$ cat src/rtl/instr_fetch_unit.sv
// Instruction fetch unit: one outstanding memory read feeding a 2-entry decode FIFO.
// Define FETCH_TIMEOUT_EN to add a 15-cycle read timeout with a sticky fetch_err flag.
module instr_fetch_unit #(
    parameter int unsigned ADDR_W = 8,
    parameter int unsigned DATA_W = 8
) (
    input  logic              clk,
    input  logic              rst,
    input  logic [ADDR_W-1:0] pc,
    input  logic              pc_valid,
    output logic              pc_ready,
    output logic              mem_req,
    output logic [ADDR_W-1:0] mem_addr,
    input  logic              mem_ack,
    input  logic [DATA_W-1:0] mem_rdata,
    output logic              out_valid,
    input  logic              out_ready,
    output logic [ADDR_W-1:0] out_pc,
    output logic [DATA_W-1:0] out_instr,
    input  logic              flush,
    output logic              fetch_err
);

    typedef enum logic [1:0] {StIdle, StBusy, StDiscard} state_e;

    state_e            state_q, state_d;
    logic [ADDR_W-1:0] mem_addr_q;
    logic [ADDR_W-1:0] fifo_pc_q    [2];
    logic [DATA_W-1:0] fifo_instr_q [2];
    logic              wr_ptr_q, rd_ptr_q;
    logic [1:0]        fifo_count_q;
    logic              accept, push, pop, timeout;

    assign accept = pc_valid && pc_ready;
    // Flush wins over both FIFO operations; an ack coinciding with flush is dropped.
    assign push   = (state_q == StBusy) && mem_ack && !flush;
    assign pop    = out_valid && out_ready && !flush;

    always_ff @(posedge clk or posedge rst) begin
        if (rst) begin
            state_q <= StIdle;
        end else begin
            state_q <= state_d;
        end
    end

    always_comb begin
        state_d = state_q;
        unique case (state_q)
            StIdle: begin
                if (accept) state_d = StBusy;
            end
            StBusy: begin
                if (mem_ack || timeout) state_d = StIdle;
                else if (flush)         state_d = StDiscard;
            end
            StDiscard: begin
                if (mem_ack || timeout) state_d = StIdle;
            end
            default: state_d = StIdle;
        endcase
    end

    always_comb begin
        pc_ready  = (state_q == StIdle) && (fifo_count_q < 2'd2) && !flush;
        mem_req   = (state_q != StIdle);
        out_valid = (fifo_count_q != 2'd0);
        out_pc    = fifo_pc_q[rd_ptr_q];
        out_instr = fifo_instr_q[rd_ptr_q];
    end

    // Address only loads on acceptance, so it is stable for the whole request.
    always_ff @(posedge clk or posedge rst) begin
        if (rst) begin
            mem_addr_q <= '0;
        end else if (accept) begin
            mem_addr_q <= pc;
        end
    end

    assign mem_addr = mem_addr_q;

    always_ff @(posedge clk or posedge rst) begin
        if (rst) begin
            fifo_count_q <= 2'd0;
            wr_ptr_q     <= 1'b0;
            rd_ptr_q     <= 1'b0;
            for (int i = 0; i < 2; i++) begin
                fifo_pc_q[i]    <= '0;
                fifo_instr_q[i] <= '0;
            end
        end else if (flush) begin
            fifo_count_q <= 2'd0;
            wr_ptr_q     <= 1'b0;
            rd_ptr_q     <= 1'b0;
        end else begin
            if (push) begin
                fifo_pc_q[wr_ptr_q]    <= mem_addr_q;
                fifo_instr_q[wr_ptr_q] <= mem_rdata;
                wr_ptr_q               <= ~wr_ptr_q;
            end
            if (pop) begin
                rd_ptr_q <= ~rd_ptr_q;
            end
            if (push && !pop) begin
                fifo_count_q <= fifo_count_q + 2'd1;
            end else if (pop && !push) begin
                fifo_count_q <= fifo_count_q - 2'd1;
            end
        end
    end

`ifdef FETCH_TIMEOUT_EN
    logic [3:0] tmo_cnt_q;
    logic       fetch_err_q;
    logic       tmo_restart;

    // The window restarts on entry to BUSY and again on the BUSY->DISCARD redirect.
    assign tmo_restart = (state_q == StIdle) || ((state_q == StBusy) && (state_d == StDiscard));
    assign timeout     = (state_q != StIdle) && (tmo_cnt_q == 4'd15) && !mem_ack;

    always_ff @(posedge clk or posedge rst) begin
        if (rst) begin
            tmo_cnt_q   <= 4'd0;
            fetch_err_q <= 1'b0;
        end else begin
            if (tmo_restart) begin
                tmo_cnt_q <= 4'd0;
            end else begin
                tmo_cnt_q <= tmo_cnt_q + 4'd1;
            end
            if (timeout) begin
                fetch_err_q <= 1'b1;
            end
        end
    end

    assign fetch_err = fetch_err_q;
`else
    assign timeout   = 1'b0;
    assign fetch_err = 1'b0;
`endif

endmodule

$ cat config.mk
export PLATFORM = sky130hd
export DESIGN_NAME = instr_fetch_unit
export DESIGN_NICKNAME = d
export VERILOG_FILES = /design/src/rtl/instr_fetch_unit.sv
export SDC_FILE = /design/constraint.sdc
export NUM_CORES = 1
export LEC_CHECK = 0
export ABC_AREA = 0
export CORE_AREA = 2 2 65 67
export DETAILED_ROUTE_END_ITERATION = 8
export DIE_AREA = 0 0 67 69
export DONT_BUFFER_PORTS = 1
export PLACE_DENSITY_LB_ADDON = 0.12
export SETUP_SLACK_MARGIN = 0.4
export SLEW_MARGIN = 20
export SYNTH_ARGS = -nofsm -noshare
export SYNTH_HDL_FRONTEND = slang
export SYNTH_SLANG_ARGS = --single-unit
$ cat constraint.sdc
create_clock -name clk -period 5.25 [get_ports clk]
set_clock_uncertainty 0.05 [all_clocks]
set_input_delay 1.05 -clock clk [delete_from_list [all_inputs] [get_ports clk]]
set_output_delay 1.05 -clock clk [all_outputs]
set_load 0.05 [all_outputs]
**Word level (Yosys, flattened, before mapping)**

Cells that the tools add are included.

- Register bits: 46
- Word-level logic and storage cells: 68
- Output and inout bits: 28
- Input bits: 22

- Mux-type cells: 22
- Equal/unequal tests: 5
- $lt $le $gt $ge: 4
- Reduce and logical (&&, ||, !) cells: 21
- Add/subtract/negate cells: 2
- Bitwise logic cells: 5

Operator list:

| kind | number |
|---|---|
| 8-bit two-way mux | 7 |
| 16-bit bitwise mux | 2 |
| 2-bit two-way mux | 7 |
| 1-bit logical AND | 10 |
| 8-bit demux with 1-bit select | 1 |
| 2-bit nonzero test | 4 |
| 2-bit one-hot mux with 3 select lines | 1 |
| 2-bit >= comparator, second input constant | 2 |
| 1-bit two-way mux | 4 |
| 2-bit inequality test, second input constant | 2 |
| 1-bit NOT with 2-bit output | 2 |
| 1-bit logical NOT | 3 |
| 3-bit inequality test, second input constant | 1 |
| 1-bit NOT | 3 |
| 3-bit AND reduction | 1 |
| 3-bit nonzero test | 1 |
| 2-bit by 1-bit adder with 2-bit output, second input constant | 1 |
| 2-bit by 1-bit equality test with 1-bit output, second input constant | 1 |
| 2-bit equality test, second input constant | 1 |
| 2-bit logical NOT | 1 |
| 2-bit by 1-bit less-than comparator with 1-bit output, second input constant | 1 |
| 2-bit less-than comparator, second input constant | 1 |
| 2-bit AND reduction | 1 |
| 2-bit by 1-bit subtractor with 2-bit output, second input constant | 1 |

**Logic depth before layout (Yosys ltp)**

Gate-level depths: netlist (run 1).

- Depth after elaboration: 8
- Mapped depth: 5
- Depth with buffers taken out: 3

**Worst setup path after synthesis (run 1)**

No wires, ideal clock.

- Kind: input to register
- Start: in flush
- End: reg mem_addr_q[0], in the netlist mem_addr[0]
- Required time: 5,075 ps
- Arrival time: 3,725 ps
- Setup time: 125 ps
- Path buffers: 1
- Stages on the path: 4
- Setup slack: 1,350 ps
- Cell sequence: buf_4 > nor4_1 > nand2_1 > mux2_2

- Cells in the longest elaborated chain, start to end: 3

Ends and longest elaborated chain:

| element | line | source |
|---|---|---|
| start: declaration | 20 | `input logic flush,` |
| 1-bit logical NOT | 65 | `pc_ready = (state_q == StIdle) && (fifo_count_q < 2'd2) && !flush;` |
| 1-bit logical AND | 65 |  |
| via pc_ready | 11 | `output logic pc_ready,` |
| 1-bit logical AND | 34 | `assign accept = pc_valid && pc_ready;` |
| end signal: assignment | 77 | `mem_addr_q <= pc;` |
| end: declaration | 27 | `logic [ADDR_W-1:0] mem_addr_q;` |

The timed path passes the listed nets, and every way through them passes these cells.
A chain may end at the register's enable or synchronous reset.

**Worst setup path after layout (run 1)**

- Start: reg rd_ptr_q
- End: out out_pc[7]

- Cells in the longest elaborated chain, start to end: 4

Ends and longest elaborated chain:

| element | line | source |
|---|---|---|
| start: declaration | 30 | `logic wr_ptr_q, rd_ptr_q;` |
| start signal: assignment | 103 | `rd_ptr_q <= ~rd_ptr_q;` |
| 1-bit NOT with 2-bit output (implied by the code) | 68 | `out_pc = fifo_pc_q[rd_ptr_q];` |
| 8-bit two-way mux (implied by the code) (3 in series) | 68 |  |
| end: declaration | 18 | `output logic [ADDR_W-1:0] out_pc,` |

Every way passes these cells. The select of a mux whose other input is x is not followed.

==> flow_summary.html, run 1 <==
<table>
<tr><th>Metric</th><th>Value</th></tr>
<tr><th colspan="2">Outcome</th></tr>
<tr><td>Status</td><td>complete, no violations</td></tr>
<tr><th colspan="2">Clock tree</th></tr>
<tr><td>Clock tree from TritonCTS</td><td>done</td></tr>
<tr><td>Root buffer cell</td><td>clkbuf_8</td></tr>
<tr><td>Clock-pin slew on the worst setup and hold paths</td><td>0.08 ns</td></tr>
<tr><td>Quantity of gates resized following cts</td><td>0</td></tr>
<tr><td>TritonCTS sink count</td><td>46</td></tr>
<tr><td>Number of buffers inserted during clock tree synthesis</td><td>5</td></tr>
<tr><td>Clock latency on the worst-skew pair</td><td>0.29 ns</td></tr>
<tr><td>Hold-fix buffer count after cts</td><td>0</td></tr>
<tr><td>H-tree levels</td><td>2</td></tr>
<tr><td>Total setup buffers inserted after CTS</td><td>0</td></tr>
<tr><td>CTS Buffer Depth</td><td>2</td></tr>
<tr><th colspan="2">Routing</th></tr>
<tr><td>Routed wire per std cell</td><td>18.0 µm</td></tr>
<tr><td>Via count</td><td>1068</td></tr>
<tr><td>DRC violations left</td><td>0</td></tr>
<tr><td>Routed via count divided by cell count</td><td>5.56</td></tr>
<tr><td>Starting DRC count in detailed routing</td><td>36</td></tr>
<tr><td>First drt pass iteration count</td><td>4</td></tr>
<tr><td>Total detailed-routing wirelength</td><td>3450 µm</td></tr>
<tr><td>Final antenna-violating net count</td><td>0</td></tr>
<tr><th colspan="2">Pwr</th></tr>
<tr><td>Worst vdd ir</td><td>0.000229 V</td></tr>
<tr><td>PnR Total Power</td><td>1.16 mW</td></tr>
<tr><td>Power per Cell Area</td><td>528 mW/mm²</td></tr>
<tr><td>Pleak</td><td>1.03 nW</td></tr>
<tr><th colspan="2">Timing</th></tr>
<tr><td>Max Freq</td><td>0.357 GHz</td></tr>
<tr><td>Slew Limit Headroom</td><td>36.9%</td></tr>
<tr><td>Setup Total Neg Slack</td><td>0 ns</td></tr>
<tr><td>Final critical-path share of the clock period</td><td>53.4%</td></tr>
<tr><td>Minimum clock period</td><td>2.80 ns</td></tr>
<tr><td>Final-report hold violation count</td><td>0</td></tr>
<tr><td>Final-report setup violation count</td><td>0</td></tr>
<tr><td>Least-Margin Pin Slew</td><td>0.946 ns</td></tr>
<tr><td>Unrepaired setup endpoints after global routing</td><td>no</td></tr>
<tr><td>Setup slack after layout</td><td>2.45 ns</td></tr>
<tr><td>Final-report max-slew violation count</td><td>0</td></tr>
<tr><td>Hold Slack</td><td>0.457 ns</td></tr>
<tr><th colspan="2">Global routing</th></tr>
<tr><td>Via count of the first global-routing pass</td><td>1143</td></tr>
<tr><td>Number of antenna violations at the first check in global routing</td><td>0</td></tr>
<tr><td>First-pass GRT wire length</td><td>5750 µm</td></tr>
<tr><td>Total gr overflow</td><td>0</td></tr>
<tr><td>Maximum number of pins on one net before global-route repair</td><td>47</td></tr>
<tr><td>Total Routing Usage GR</td><td>16.9%</td></tr>
<tr><th colspan="2">Floorplanning</th></tr>
<tr><td>Std cell rows</td><td>23</td></tr>
<tr><td>Die Y-Extent</td><td>69 µm</td></tr>
<tr><td>Initial Utilization</td><td>53.3%</td></tr>
<tr><td>I/O pin total</td><td>50</td></tr>
<tr><td>Area of the core</td><td>0.00391 mm²</td></tr>
<tr><td>Floorplan die area</td><td>0.00462 mm²</td></tr>
<tr><td>Width of the die</td><td>67 µm</td></tr>
<tr><th colspan="2">Synthesis</th></tr>
<tr><td>Cell variety after synth</td><td>29</td></tr>
<tr><td>Number of enable flip-flop cells after synthesis</td><td>0</td></tr>
<tr><td>Share of flip-flops with an asynchronous set or reset after synthesis</td><td>100%</td></tr>
<tr><td>Post-synthesis cell type with the largest combined area</td><td>dfrtp_1</td></tr>
<tr><td>Average instance area after synthesis</td><td>15.0 µm²</td></tr>
<tr><td>Predominant post-synthesis flop cell</td><td>dfrtp_1</td></tr>
<tr><td>Most frequent cells after synthesis</td><td>dfrtp_1 (46), mux2_2 (46), mux2_4 (10)</td></tr>
<tr><td>Ranking of synthesized cells by area</td><td>dfrtp_1 (55%), mux2_2 (25%), mux2_4 (7.2%)</td></tr>
<tr><td>Sequential share of the synthesized area</td><td>55.2%</td></tr>
<tr><td>Area of the mapped netlist</td><td>0.00208 mm²</td></tr>
<tr><td>Warning count from the yosys run</td><td>0</td></tr>
<tr><td>Flop and latch count out of synthesis</td><td>46</td></tr>
<tr><td>Number of nets produced by synthesis</td><td>161</td></tr>
<tr><td>Count of mapped cells out of synthesis</td><td>139</td></tr>
<tr><td>Share of the synthesized area in the top cell type</td><td>55.2%</td></tr>
<tr><th colspan="2">Cells and area</th></tr>
<tr><td>Count of inserted antenna diode cells</td><td>0</td></tr>
<tr><td># nets final</td><td>163</td></tr>
<tr><td>Area added between synthesis and finish</td><td>5.46%</td></tr>
<tr><td>Layout fillers</td><td>324</td></tr>
<tr><td>Proportion of layout cells with a drive suffix above 1</td><td>51.4%</td></tr>
<tr><td>Layout Utilization</td><td>56.2%</td></tr>
<tr><th colspan="2">Setup path</th></tr>
<tr><td>Crit path max-delay cell type</td><td>dfrtp_1</td></tr>
<tr><td>Startpoint type of the worst setup path</td><td>flip-flop</td></tr>
<tr><td>Critical path arrival</td><td>1.70 ns</td></tr>
<tr><td>Worst Path Required</td><td>4.15 ns</td></tr>
<tr><td>Biggest cell delay along the critical path</td><td>0.87 ns</td></tr>
<tr><td>CP cell instances</td><td>mux2_2</td></tr>
<tr><td>Type of element capturing the critical path</td><td>output pin</td></tr>
<tr><td>Crit path max fanout</td><td>17</td></tr>
<tr><td>Critical path type</td><td>flip-flop to output pin</td></tr>
<tr><td>Critical path buffers and inverters</td><td>0</td></tr>
<tr><td>Largest delay contributor family on the critical path</td><td>flip-flops</td></tr>
<tr><th colspan="2">Flow run</th></tr>
<tr><td>Max-cap violations</td><td>0</td></tr>
<tr><th colspan="2">Placed design</th></tr>
<tr><td>Worst Setup Slack post-DPL</td><td>2.61 ns</td></tr>
<tr><td>Detailed-placement wirelength estimate</td><td>2330 µm</td></tr>
<tr><td>Global placer's final weighted congestion</td><td>0.685</td></tr>
<tr><td>Port Buffers</td><td>0</td></tr>
<tr><th colspan="2">Hold path</th></tr>
<tr><td>Worst hold path class</td><td>flip-flop to flip-flop</td></tr>
</table>
-- metrics by stage --
stage | instance area (µm²) | cells
6_report | 2200 | 192
3_3_place_gp | 2110 | 184
3_5_place_dp | 2110 | 184
5_1_grt | 2200 | 192
4_1_cts | 2200 | 192
2_1_floorplan | 2080 | 139
-- cell usage in the layout (no fill, tap or decap) --
cell,n
mux2i_1,1
conb_1,1
clkinv_2,1
and3b_1,1
mux2_2,46
o211ai_1,1
nand2_1,2
clkbuf_8,6
nor4_2,1
and3b_2,1
dfrtp_1,46
nand3b_4,1
nor3_2,1
mux2_4,10
xor2_1,2
a211oi_1,1
clkbuf_1,1
buf_4,2
a21oi_1,1
or4_2,1
or3b_1,1
o21ai_0,2
nor2b_1,1
inv_1,3
or2_2,2
nand4b_1,1
inv_2,1
nor2_1,3
o41ai_1,1
-- report_power, final --
part / internal [mW] / leakage, nW / switching (mW)
Clock: 0.106 / 0.0482 / 0.110
Sequential: 0.444 / 0.586 / 0.107
Combinational: 0.126 / 0.400 / 0.268
-- cells by family after synthesis --
kind of cell / Yosys count / synth area share (%)
compound gates: 6 / 1.86
xor+xnor: 2 / 0.840
buf+inv: 11 / 3.66
flops: 46 / 55.2
mux: 57 / 32.5
other cells: 1 / 0.180
simple gates: 16 / 5.70
-- state kept, by name, summed over array words and instances (netlist names) --
register      flops
wr_ptr_q          1
fifo_pc_q        16
mem_addr          8
state_q           2
rd_ptr_q          1
fifo_instr_q     16
fifo_count_q      2
-- path summary, 6_finish.rpt --
check                      slack [ns]          start          endpoint  cells after the start
max in group asynchronous        3.79            rst          wr_ptr_q                      1
min in group asynchronous        0.79            rst  fifo_instr_q[12]                      1
hold / removal                   0.46  fifo_pc_q[15]     fifo_pc_q[15]                      1
hold reg to reg                  0.46  fifo_pc_q[15]     fifo_pc_q[15]                      1
setup / recovery                 2.45       rd_ptr_q         out_pc[7]                      1
setup reg to reg                 3.17     state_q[1]     fifo_pc_q[11]                      4
-- metal layers --
layer  routed length [µm]  part of all wire [%]  vias to the layer above  global-route usage, %
li1                     -                     -                      497                      -
met1                 1440                    42                      536                   21.3
met2                 1760                    51                       28                   26.4
met3                  197                   5.7                        7                   6.20
met4                   61                   1.8                        0                   6.12
met5                    0                     0                        -                      0
-- area by class of cell --
cell class | count | area (µm²) | share of cell area [%]
Clock buffer | 7 | 86.3 | 3.93
Clock inverter | 1 | 5.00 | 0.228
Inverter | 4 | 15.0 | 0.683
Multi-Input combinational cell | 82 | 863 | 39.3
Sequential cell | 46 | 1150 | 52.4
Tap cell | 50 | 62.6 | 2.85
Timing Repair Buffer | 2 | 15.0 | 0.683
Note: power is estimated with default switching activity, not from simulation.
==> run 2: changes to the inputs <==
- clock period: 5.25 -> 2.45 ns (I/O delays scaled with it)
==> flow_summary.html, run 2 (synthesis gave the netlist of run 1 again) <==
<table>
<tr><th>Metric</th><th>Value</th></tr>
<tr><th colspan="2">Cells and area</th></tr>
<tr><td>Most frequent cells in the layout</td><td>mux2_2 (46), dfrtp_1 (45), mux2_4 (10)</td></tr>
<tr><td>Proportion of layout cells with a drive suffix above 1</td><td>54.5%</td></tr>
<tr><td>Count of inserted antenna diode cells</td><td>0</td></tr>
<tr><td># nets final</td><td>166</td></tr>
<tr><td>Area of combinational cells with multiple inputs</td><td>875 µm²</td></tr>
<tr><td>Count of non-filler cells in the finished layout</td><td>195</td></tr>
<tr><td>Area added between synthesis and finish</td><td>7.14%</td></tr>
<tr><td>Layout fillers</td><td>332</td></tr>
<tr><td>Layout Utilization</td><td>57.1%</td></tr>
<tr><td>Sequential cell area</td><td>0.00115 mm²</td></tr>
<tr><td>Most common cell after layout, fill and taps aside</td><td>mux2_2</td></tr>
<tr><th colspan="2">Routing</th></tr>
<tr><td>Routed wire per std cell</td><td>18.1 µm</td></tr>
<tr><td>Routed via count divided by cell count</td><td>5.64</td></tr>
<tr><td>First drt pass iteration count</td><td>2</td></tr>
<tr><td>Via count</td><td>1100</td></tr>
<tr><td>Starting DRC count in detailed routing</td><td>58</td></tr>
<tr><td>Final antenna-violating net count</td><td>0</td></tr>
<tr><td>Total detailed-routing wirelength</td><td>3520 µm</td></tr>
<tr><td>DRC violations left</td><td>0</td></tr>
<tr><th colspan="2">Floorplanning</th></tr>
<tr><td>I/O pin total</td><td>50</td></tr>
<tr><td>Std cell rows</td><td>23</td></tr>
<tr><td>Area of the core</td><td>0.00391 mm²</td></tr>
<tr><td>Die Y-Extent</td><td>69 µm</td></tr>
<tr><td>Initial Utilization</td><td>53.3%</td></tr>
<tr><td>Floorplan die area</td><td>0.00462 mm²</td></tr>
<tr><td>Width of the die</td><td>67 µm</td></tr>
<tr><th colspan="2">Placed design</th></tr>
<tr><td>Port Buffers</td><td>0</td></tr>
<tr><td>Cell Count Post-Placement</td><td>187</td></tr>
<tr><td>Global placer's final weighted congestion</td><td>0.715</td></tr>
<tr><td>Worst Setup Slack post-DPL</td><td>0.419 ns</td></tr>
<tr><td>Detailed-placement wirelength estimate</td><td>2450 µm</td></tr>
<tr><th colspan="2">Global routing</th></tr>
<tr><td>First-pass GRT wire length</td><td>5810 µm</td></tr>
<tr><td>Met2 Track Usage GR</td><td>26.6%</td></tr>
<tr><td>Via count of the first global-routing pass</td><td>1186</td></tr>
<tr><td>Number of antenna violations at the first check in global routing</td><td>0</td></tr>
<tr><td>Total gr overflow</td><td>0</td></tr>
<tr><td>Maximum number of pins on one net before global-route repair</td><td>24</td></tr>
<tr><td>Global routing met3 resource utilization</td><td>5.55%</td></tr>
<tr><td>Global Route met1 Usage</td><td>20.9%</td></tr>
<tr><td>Most utilized layer in the global route result</td><td>met2</td></tr>
<tr><td>Total Routing Usage GR</td><td>16.6%</td></tr>
<tr><th colspan="2">Setup path</th></tr>
<tr><td>Biggest cell delay along the critical path</td><td>0.49 ns</td></tr>
<tr><td>Worst Path Required</td><td>1.91 ns</td></tr>
<tr><td>Endpoint of the worst-slack reg-to-reg timing path</td><td>fifo_pc_q[2]</td></tr>
<tr><td>Critical path type</td><td>flip-flop to output pin</td></tr>
<tr><td>End point of the critical path</td><td>out_pc[6]</td></tr>
<tr><td>Crit path max fanout</td><td>11</td></tr>
<tr><td>Worst R2R Setup Slack</td><td>0.51 ns</td></tr>
<tr><td>Crit path max-delay cell type</td><td>mux2_2</td></tr>
<tr><td>Worst setup path startpoint</td><td>rd_ptr_q</td></tr>
<tr><td>Critical path arrival</td><td>1.48 ns</td></tr>
<tr><td>CP cell instances</td><td>buf_4 &gt; mux2_2</td></tr>
<tr><td>Startpoint type of the worst setup path</td><td>flip-flop</td></tr>
<tr><td>Worst R2R Path Depth</td><td>3</td></tr>
<tr><td>Worst r2r src</td><td>state_q[1]</td></tr>
<tr><td>Type of element capturing the critical path</td><td>output pin</td></tr>
<tr><th colspan="2">Timing</th></tr>
<tr><td>Final-report hold violation count</td><td>0</td></tr>
<tr><td>Final critical-path share of the clock period</td><td>82.6%</td></tr>
<tr><td>Minimum clock period</td><td>2.02 ns</td></tr>
<tr><td>Setup slack after layout</td><td>0.426 ns</td></tr>
<tr><td>Least-Margin Pin Slew</td><td>0.560 ns</td></tr>
<tr><td>Slew Limit Headroom</td><td>62.6%</td></tr>
<tr><td>Hold Slack</td><td>0.0372 ns</td></tr>
<tr><td>Setup Total Neg Slack</td><td>0 ns</td></tr>
<tr><td>Unrepaired setup endpoints after global routing</td><td>yes</td></tr>
<tr><td>Final-report max-slew violation count</td><td>0</td></tr>
<tr><td>Final-report setup violation count</td><td>0</td></tr>
<tr><td>Max Freq</td><td>0.494 GHz</td></tr>
<tr><th colspan="2">Flow run</th></tr>
<tr><td>Max-cap violations</td><td>0</td></tr>
<tr><th colspan="2">Clock tree</th></tr>
<tr><td>Hold-fix buffer count after cts</td><td>0</td></tr>
<tr><td>H-tree levels</td><td>2</td></tr>
<tr><td>Total setup buffers inserted after CTS</td><td>0</td></tr>
<tr><td>TritonCTS sink count</td><td>46</td></tr>
<tr><td>Clock latency on the worst-skew pair</td><td>0.29 ns</td></tr>
<tr><td>Root buffer cell</td><td>clkbuf_8</td></tr>
<tr><td>Clock-pin slew on the worst setup and hold paths</td><td>0.08 ns</td></tr>
<tr><td>Number of buffers inserted during clock tree synthesis</td><td>5</td></tr>
<tr><td>CTS Buffer Depth</td><td>2</td></tr>
<tr><td>Clock tree from TritonCTS</td><td>done</td></tr>
<tr><th colspan="2">Pwr</th></tr>
<tr><td>Pleak</td><td>1.05 nW</td></tr>
<tr><td>Power per Cell Area</td><td>1120 mW/mm²</td></tr>
<tr><td>Worst vdd ir</td><td>0.000621 V</td></tr>
<tr><th colspan="2">Hold path</th></tr>
<tr><td>Worst hold path class</td><td>input port to asynchronous set/reset pin</td></tr>
<tr><th colspan="2">Outcome</th></tr>
<tr><td>Status</td><td>complete, no violations</td></tr>
</table>
==> run 2: critical path: cells and delay by family (launching register included) <==
| kind | cells | cell delay [ns] |
|---|---|---|
| multiplexers | 1 | 0.49 |
| flip-flops | 1 | 0.46 |
| buffers and inverters | 1 | 0.24 |
==> run 2: metrics by stage <==
stage	area, µm²	power [mW]
2_1_floorplan	2100	1.97
3_3_place_gp	2140	2.04
3_5_place_dp	2140	2.06
4_1_cts	2230	2.54
5_1_grt	2230	2.63
6_report	2230	2.51
==> run 2: worst min path at each step <==
| stage | end | slack (ns) | cells past startpoint |
|---|---|---|---|
| 6_report | fifo_count_q[1] | 0.04 | 1 |
| 5_1_grt | fifo_instr_q[1] | 0.07 | 1 |
| 4_1_cts | wr_ptr_q | 0.05 | 1 |
| 3_5_place_dp | fifo_count_q[0] | 0.37 | 1 |
| 3_3_place_gp | fifo_count_q[0] | 0.37 | 1 |
| 2_1_floorplan | fifo_instr_q[0] | 0.42 | 1 |
==> run 2: area by class of cell <==
cell class	instances	share of cell area (%)
sequential	46	51.6
multi-input combinational	82	39.2
clock buffer	7	3.87
tap	50	2.80
timing repair buffer	5	1.68
inverter	4	0.672
clock inverter	1	0.224
==> run 2: metal layers <==
layer  wire length [µm]  up-vias
met5                  0        -
met4                 49        0
met3                194        5
met2               1700       29
met1               1580      564
li1                   -      502
==> run 2: what timing repair did <==
action,CTS,global route
gates resized for setup,1,1
gates cloned,0,0
setup endpoints to repair,11,27
==> run 2: where the power goes <==
group | total, mW | leakage [nW] | switching, mW | internal, mW
Clock | 0.472 | 0.0482 | 0.244 | 0.228
Combinational | 0.855 | 0.418 | 0.580 | 0.275
Sequential | 1.18 | 0.585 | 0.232 | 0.951
Total | 2.51 | 1.05 | 1.06 | 1.45
==> run 3: changes to the inputs <==
- clock period: 2.45 -> 1.8 ns (I/O delays scaled with it)
==> flow_summary.html, run 3 (synthesis gave the netlist of run 1 again) <==
<table>
<tr><th>Metric</th><th>Value</th></tr>
<tr><th colspan="2">Routing</th></tr>
<tr><td>First drt pass iteration count</td><td>4</td></tr>
<tr><td>Starting DRC count in detailed routing</td><td>34</td></tr>
<tr><td>Final antenna-violating net count</td><td>0</td></tr>
<tr><td>Routed wire per std cell</td><td>18.5 µm</td></tr>
<tr><td>DRC violations left</td><td>0</td></tr>
<tr><td>Routed via count divided by cell count</td><td>5.53</td></tr>
<tr><td>Via count</td><td>1166</td></tr>
<tr><td>Total detailed-routing wirelength</td><td>3910 µm</td></tr>
<tr><th colspan="2">Global routing</th></tr>
<tr><td>Number of antenna violations at the first check in global routing</td><td>0</td></tr>
<tr><td>Via count of the first global-routing pass</td><td>1302</td></tr>
<tr><td>First-pass GRT wire length</td><td>6620 µm</td></tr>
<tr><td>Maximum number of pins on one net before global-route repair</td><td>18</td></tr>
<tr><td>Total Routing Usage GR</td><td>19.4%</td></tr>
<tr><td>Total gr overflow</td><td>0</td></tr>
<tr><th colspan="2">Cells and area</th></tr>
<tr><td>Layout fillers</td><td>300</td></tr>
<tr><td>Summed area of non-filler cells in the final layout</td><td>0.00258 mm²</td></tr>
<tr><td>Area of combinational cells with multiple inputs</td><td>0.00103 mm²</td></tr>
<tr><td># nets final</td><td>182</td></tr>
<tr><td>Area added between synthesis and finish</td><td>23.6%</td></tr>
<tr><td>Most common cell after layout, fill and taps aside</td><td>mux2_4</td></tr>
<tr><td>Proportion of layout cells with a drive suffix above 1</td><td>64.0%</td></tr>
<tr><td>Most frequent cells in the layout</td><td>mux2_4 (42), dfrtp_1 (37), mux2_2 (14)</td></tr>
<tr><td>Sequential cell area</td><td>0.00116 mm²</td></tr>
<tr><td>Count of inserted antenna diode cells</td><td>0</td></tr>
<tr><th colspan="2">Timing</th></tr>
<tr><td>Hold Slack</td><td>0.0619 ns</td></tr>
<tr><td>Final critical-path share of the clock period</td><td>94.4%</td></tr>
<tr><td>Minimum clock period</td><td>1.70 ns</td></tr>
<tr><td>Final-report max-slew violation count</td><td>0</td></tr>
<tr><td>Unrepaired setup endpoints after global routing</td><td>yes</td></tr>
<tr><td>Final-report setup violation count</td><td>0</td></tr>
<tr><td>Max Freq</td><td>0.588 GHz</td></tr>
<tr><td>Final-report hold violation count</td><td>0</td></tr>
<tr><th colspan="2">Floorplanning</th></tr>
<tr><td>Die Y-Extent</td><td>69 µm</td></tr>
<tr><td>Std cell rows</td><td>23</td></tr>
<tr><td>Floorplan die area</td><td>0.00462 mm²</td></tr>
<tr><td>Area of the core</td><td>0.00391 mm²</td></tr>
<tr><td>Initial Utilization</td><td>53.3%</td></tr>
<tr><td>I/O pin total</td><td>50</td></tr>
<tr><td>Width of the die</td><td>67 µm</td></tr>
<tr><th colspan="2">Pwr</th></tr>
<tr><td>NetSw</td><td>1.49 mW</td></tr>
<tr><td>Net Sw Frac</td><td>40.7%</td></tr>
<tr><td>Part of the power in combinational logic</td><td>38.7%</td></tr>
<tr><td>Worst vdd ir</td><td>0.000613 V</td></tr>
<tr><td>PnR Total Power</td><td>3.67 mW</td></tr>
<tr><td>Power per Cell Area</td><td>1420 mW/mm²</td></tr>
<tr><td>Sequential group share of total power</td><td>44.6%</td></tr>
<tr><td>Pleak</td><td>1.23 nW</td></tr>
<tr><td>Clock group share of total power</td><td>16.7%</td></tr>
<tr><td>Internal power</td><td>2.18 mW</td></tr>
<tr><th colspan="2">Setup path</th></tr>
<tr><td>Critical path type</td><td>flip-flop to output pin</td></tr>
<tr><td>Worst Path Required</td><td>1.39 ns</td></tr>
<tr><td>Crit path max fanout</td><td>6</td></tr>
<tr><td>Type of element capturing the critical path</td><td>output pin</td></tr>
<tr><td>Startpoint type of the worst setup path</td><td>flip-flop</td></tr>
<tr><td>Critical path arrival</td><td>1.29 ns</td></tr>
<tr><th colspan="2">Clock tree</th></tr>
<tr><td>Number of buffers inserted during clock tree synthesis</td><td>5</td></tr>
<tr><td>CTS Buffer Depth</td><td>2</td></tr>
<tr><td>Clock tree from TritonCTS</td><td>done</td></tr>
<tr><td>Root buffer cell</td><td>clkbuf_8</td></tr>
<tr><td>TritonCTS sink count</td><td>46</td></tr>
<tr><td>Clock latency on the worst-skew pair</td><td>0.30 ns</td></tr>
<tr><td>Clock-pin slew on the worst setup and hold paths</td><td>0.08 ns</td></tr>
<tr><td>H-tree levels</td><td>2</td></tr>
<tr><th colspan="2">Placed design</th></tr>
<tr><td>Global placer's final weighted congestion</td><td>0.765</td></tr>
<tr><td>Port Buffers</td><td>0</td></tr>
<tr><td>Detailed-placement wirelength estimate</td><td>2560 µm</td></tr>
<tr><td>Instance area after placement</td><td>0.00222 mm²</td></tr>
<tr><th colspan="2">Outcome</th></tr>
<tr><td>Status</td><td>complete, no violations</td></tr>
<tr><th colspan="2">Hold path</th></tr>
<tr><td>Worst hold path class</td><td>input port to flip-flop</td></tr>
<tr><th colspan="2">Flow run</th></tr>
<tr><td>Max-cap violations</td><td>0</td></tr>
</table>
## run 3: changes by cell type in the layout (fill, tap and decap cells not counted), moves of 3 or more
| cell | change |
|---|---|
| buf_8 | +4 |
| mux2_2 | -32 |
| buf_4 | +3 |
| dfrtp_2 | +8 |
| dfrtp_1 | -8 |
| buf_6 | +8 |
| mux2_4 | +32 |
## run 3: timing repair
item,4_1_cts,5_1_grt
endpoints found under the hold margin,15,0
endpoints found under the setup margin,64,64
pin swaps,8,4
cloned,1,0
gates resized for setup,48,9
hold buffers,1,0
buffers inserted,7,1
## run 3: stage by stage
step                      TNS [ns]  setup WS [ns]  cells  utilization [%]
after floorplan             -0.672        -0.0840    139                -
after global placement           0          0.205    193             56.8
after detailed placement         0          0.183    193             56.8
after CTS                        0         0.0941    210             65.1
after global routing             0         0.0577    211             65.9
final                            0          0.100    211             65.9
## run 3: power groups by stage
stage               Combinational (mW)  Sequential [mW]  Clock [mW]
floorplan                         1.16             1.58           0
global placement                  1.22             1.62           0
detailed placement                1.24             1.63           0
CTS                               1.43             1.63       0.635
global route                      1.49             1.67       0.691
finish                            1.42             1.64       0.613
## run 3: area by class of cell
type | instances | area share (%)
well taps | 50 | 2.43
flip-flops and latches | 46 | 45.1
repair buffers | 21 | 8.54
multi-input cells | 82 | 39.9
clock inverters | 2 | 0.534
clock buffers | 6 | 2.82
inverters | 4 | 0.728
## run 3: critical path, stage by stage, from the launching register on
cell	delay [ns]
dfrtp_1	0.41
buf_4	0.18
mux2_4	0.39
## run 3: routing by layer
layer,GRT usage [%],up-vias,wire (µm)
met2,30.3,33,1920
li1,-,532,-
met3,7.50,10,249
met5,0,-,0
met1,23.9,591,1650
met4,7.48,0,83
## run 3: path summary, 6_finish.rpt
kind | startpoint | endpoint | slack [ns] | cells after the start
worst max-delay path | rd_ptr_q | out_pc[6] | 0.10 | 2
worst min-delay path | flush | rd_ptr_q | 0.06 | 1
worst max register to register | state_q[0] | fifo_instr_q[5] | 0.19 | 5
worst min register to register | fifo_instr_q[2] | fifo_instr_q[2] | 0.46 | 1
max in group asynchronous | rst | mem_addr[7] | 0.71 | 3
min in group asynchronous | rst | fifo_pc_q[3] | 0.46 | 2
